==> config.mk <==
export PLATFORM = sky130hd
export DESIGN_NAME = pipe_reg_chain
export DESIGN_NICKNAME = d
export VERILOG_FILES = /design/src/rtl/pipe_reg_chain.sv
export SDC_FILE = /design/constraint.sdc
export NUM_CORES = 1
export LEC_CHECK = 0
export ABC_AREA = 1
export CAP_MARGIN = 25
export CORE_MARGIN = 2
export CORE_UTILIZATION = 56
export DETAILED_ROUTE_END_ITERATION = 10
export PLACE_DENSITY = 0.87
export SYNTH_ARGS = -nofsm -noshare
export SYNTH_HDL_FRONTEND = slang
export SYNTH_SLANG_ARGS = --single-unit
==> constraint.sdc <==
create_clock -name clk -period 2.16 [get_ports clk]
set_clock_uncertainty 0.2 [all_clocks]
set_input_delay 0.324 -clock clk [delete_from_list [all_inputs] [get_ports clk]]
set_output_delay 0.324 -clock clk [all_outputs]
set_load 0.03 [all_outputs]
==> src/rtl/pipe_reg_chain.sv <==
// pipe_reg_chain: elastic DEPTH-stage, WIDTH-bit register pipeline with a
// per-stage valid bit and a valid/ready handshake. Empty stages (bubbles)
// collapse, so a stalled head only blocks the stages directly behind it.
// Words leave in strict FIFO order.
//
// Optional feature: define PIPE_OCC_EN to add the registered occupancy port.
//
// Ports:
//   clk        single clock, all state changes on posedge
//   reset      asynchronous active-high clear of every valid and data register
//   flush      synchronous clear of all valid bits (data left untouched)
//   in_valid   upstream word available
//   in_data    upstream word
//   in_ready   chain accepts in_data this cycle
//   out_valid  last stage holds a word (masked during flush)
//   out_data   last-stage word
//   out_ready  downstream accepts out_data this cycle
//   occupancy  number of valid stages (PIPE_OCC_EN only)
module pipe_reg_chain #(
  parameter int WIDTH = 8,
  parameter int DEPTH = 4
) (
  input  logic             clk,
  input  logic             reset,
  input  logic             flush,
  input  logic             in_valid,
  input  logic [WIDTH-1:0] in_data,
  output logic             in_ready,
  output logic             out_valid,
  output logic [WIDTH-1:0] out_data,
  input  logic             out_ready
`ifdef PIPE_OCC_EN
  ,
  output logic [$clog2(DEPTH+1)-1:0] occupancy
`endif
);

  logic             v_reg [DEPTH];
  logic [WIDTH-1:0] d_reg [DEPTH];
  logic             v_in  [DEPTH];
  logic [WIDTH-1:0] d_in  [DEPTH];
  logic [DEPTH-1:0] adv;
  logic             in_fire;
  logic             out_fire;

  // A stage may take a new word when it is empty or when its own word moves
  // on. Evaluated from the output backwards so one free slot anywhere ahead
  // lets everything behind it close up.
  always_comb begin
    adv = '0;
    adv[DEPTH-1] = ~v_reg[DEPTH-1] | out_ready;
    for (int i = DEPTH - 2; i >= 0; i--) begin
      adv[i] = ~v_reg[i] | adv[i+1];
    end
  end

  // Reset is folded in so upstream never sees ready while the chain is held.
  assign in_ready  = adv[0] & ~flush & ~reset;
  assign out_valid = v_reg[DEPTH-1] & ~flush;
  assign out_data  = d_reg[DEPTH-1];
  assign in_fire   = in_valid & in_ready;
  assign out_fire  = out_valid & out_ready;

  generate
    for (genvar gi = 0; gi < DEPTH; gi++) begin : g_stage
      if (gi == 0) begin : g_src_in
        assign v_in[gi] = in_fire;
        assign d_in[gi] = in_data;
      end else begin : g_src_prev
        assign v_in[gi] = v_reg[gi-1];
        assign d_in[gi] = d_reg[gi-1];
      end

      always_ff @(posedge clk or posedge reset) begin
        if (reset) begin
          v_reg[gi] <= 1'b0;
        end else if (flush) begin
          v_reg[gi] <= 1'b0;
        end else if (adv[gi]) begin
          v_reg[gi] <= v_in[gi];
        end
      end

      // Data only moves with a real word, and never on a flush, so an empty
      // stage keeps its old contents rather than capturing garbage.
      always_ff @(posedge clk or posedge reset) begin
        if (reset) begin
          d_reg[gi] <= '0;
        end else if (adv[gi] && v_in[gi] && !flush) begin
          d_reg[gi] <= d_in[gi];
        end
      end
    end
  endgenerate

`ifdef PIPE_OCC_EN
  localparam int OCC_W = $clog2(DEPTH + 1);

  logic [OCC_W-1:0] occ_reg;

  // Simultaneous in and out leave the count alone.
  always_ff @(posedge clk or posedge reset) begin
    if (reset) begin
      occ_reg <= '0;
    end else if (flush) begin
      occ_reg <= '0;
    end else if (in_fire && !out_fire) begin
      occ_reg <= occ_reg + 1'b1;
    end else if (out_fire && !in_fire) begin
      occ_reg <= occ_reg - 1'b1;
    end
  end

  assign occupancy = occ_reg;
`endif

endmodule
==> key figures <==
Timing
  • Final Setup Violations: 0
  • Count of final hold-check violations: 0
  • Final Max Tran Viols: 0
  • Setup TNS: 0 ps
  • Rel. slew slack: 71.4%
  • Final worst path period share: 91.5%
  • Period minus WS final: 1980 ps
  • Final WS setup: 183 ps
  • Slew @ Worst Pin: 429 ps
  • Max Freq: 506 MHz
  • Unrepaired setup endpoints after global routing: false

Synth
  • Sequential share of the synthesized area: 59.6%
  • Syn Nets: 169
  • Seq cells post-synth: 36
  • Warnings, synthesis: 0
  • Post-Syn Area: 1510 um2
  • Cells after Synth: 156
  • Avg Cell Area, Syn: 9.69 um2
  • Count of cell types in the netlist: 20

Die
  • Top Ports: 23
  • Die width: 56.0 um
  • Initial core utilization: 59.9%
  • Die Y: 56.0 um
  • Full die area: 3130 um2
  • Core Area: 2520 um2
  • Rows: 18

Clock tree
  • CTS tree: built
  • H-Tree Depth: 2
  • Post-CTS sizing: 0
  • Inserted Clock Buffers: 5
  • Clk sinks: 36
  • CTS Hold Bufs: 0
  • Clk slew on worst S/H paths: 100 ps
  • Skew-Pair Late Insertion Delay: 340 ps
  • Clock root buffer: clkbuf_4
  • Post-CTS Setup Inserts: 0
  • CTS max path bufs: 2

Status
  • Run status: finished clean

GRT
  • All-Layer GR Usage: 17.9%
  • Largest net degree at the start of global routing: 37
  • First-pass GRT wire length: 4.35 mm
  • Initial antenna violation count: 0
  • Gr ovfl total: 0
  • Vias in the first global route: 1090

Routing
  • WL per Instance: 10.9 um
  • DRC: 0
  • WL final: 2.35 mm
  • Detailed-route via count: 1102
  • Final antenna-violating net count: 0
  • DR pass1 iterations: 4
  • Iteration-0 DRC Markers: 26
  • Vias per inst: 5.13

Critical path
  • Path depth of the worst reg2reg path: 6
  • CP endpoint kind: primary output
  • RR Startpoint: v_reg[0]
  • Max FO, Critical Path: 4
  • Crit path kind: in -> out
  • Critical Path Source Type: input port
  • FF-to-FF End: v_in[2]
  • Slack of the worst reg-to-reg path: 690 ps
  • Req. time, crit path: 1640 ps
  • Worst EP arrival: 1450 ps

Place
  • Dpl ws: 191 ps
  • IO buf count: 22
  • Post-DP HPWL: 1.75 mm
  • Placed Instances: 207
  • DP Area: 1760 um2
  • Final GP Congestion: 0.727

Layout
  • Largest register FFs: 24
  • Layout cells sized above 1: 15.7%
  • Commonest non-fill, non-tap cell in the layout: nand2_1
  • Most frequent cells in the layout: nand2_1 (49), dfrtp_1 (36), clkdlybuf4s50_1 (20), nand3_1 (14), nand4_1 (9)
  • Final Non-Filler Cells: 215
  • Nets@finish: 197
  • Synth-to-layout area growth: 20.0%
  • Post-route cell area: 1810 um2
  • Antenna Cells: 0

Power and ir drop
  • Comb power frac: 19.8%
  • P_leak: 0.893 nW
  • IR drop worst, VDD: 0.000636 V
  • NetSw: 0.449 mW
  • Clock Power Share: 24.1%
  • Areal power density over the cells: 851 nW/um2
  • Internal power: 1.09 mW
  • Sequential fraction of design power: 56.1%
  • Switching Fraction: 29.1%

Run
  • Max-Cap Viols: 0

Hold path
  • HP Class: in -> async
synthesized netlist by cell type:
cell	n	area share [%]
nand3_4	1	1.2
inv_1	7	1.7
buf_4	1	0.50
nand2_4	1	0.74
nor2_4	5	3.7
buf_6	2	1.5
inv_2	4	0.99
nand4_1	9	3.7
a21oi_2	2	1.2
nor2_1	6	1.5
nand2_1	49	12
buf_2	1	0.33
o21ai_1	6	2.0
a21oi_1	6	2.0
buf_1	1	0.25
nand3_2	1	0.66
and2_1	1	0.41
nand3_1	14	4.6
nand2_2	3	1.2
dfrtp_1	36	60
area by class of cell:
type	count	area (um2)
timing repair buffer	26	245
sequential	36	901
inverter	11	41.3
fill	206	708
tap	30	37.5
clock buffer	8	58.8
multi-input combinational	104	531
cell families after synthesis:
| logic type | Yosys count | share of synthesized area [%] |
|---|---|---|
| flops | 36 | 59.6 |
| simple gates | 90 | 30.0 |
| compound gates | 14 | 5.13 |
| buf+inv | 16 | 5.30 |
worst max-delay path by stage:
| stage | from | end | slack, ps | cells after the start |
|---|---|---|---|---|
| floorplan | v_in[0] | in_ready | 580 | 3 |
| global placement | out_ready | in_ready | 200 | 5 |
| detailed placement | out_ready | in_ready | 190 | 5 |
| CTS | out_ready | in_ready | 180 | 5 |
| global route | out_ready | in_ready | 110 | 5 |
| finish | out_ready | in_ready | 180 | 5 |
power groups by stage:
| stage | Clock [mW] | Combinational [mW] | Sequential, mW |
|---|---|---|---|
| after global routing | 0.409 | 0.343 | 0.882 |
| after floorplan | 0 | 0.143 | 0.923 |
| after detailed placement | 0 | 0.309 | 0.880 |
| final | 0.371 | 0.306 | 0.866 |
| after CTS | 0.378 | 0.311 | 0.868 |
| after global placement | 0 | 0.300 | 0.872 |
layer usage:
layer	up-vias	GRT usage, %	wire length, um
li1	564	-	-
met1	507	19.5	1010
met2	25	31.3	1160
met3	6	6.98	131
met4	0	7.14	48
met5	-	0	0
per-stage QoR:
stage | power, mW | utilization (%) | hold slack (ps)
after global placement | 1.17 | 69.6 | 253
after global routing | 1.63 | 71.9 | 295
after detailed placement | 1.19 | 69.6 | 259
after floorplan | 1.07 | - | 243
final | 1.54 | 71.9 | 255
after CTS | 1.56 | 71.9 | 261
worst max-delay path: stages:
cell	delay, ps
clkdlybuf4s50_1	440
nor2_4	190
nand4_1	150
and2_1	180
buf_4	160
(Power assumes the default switching activity.)
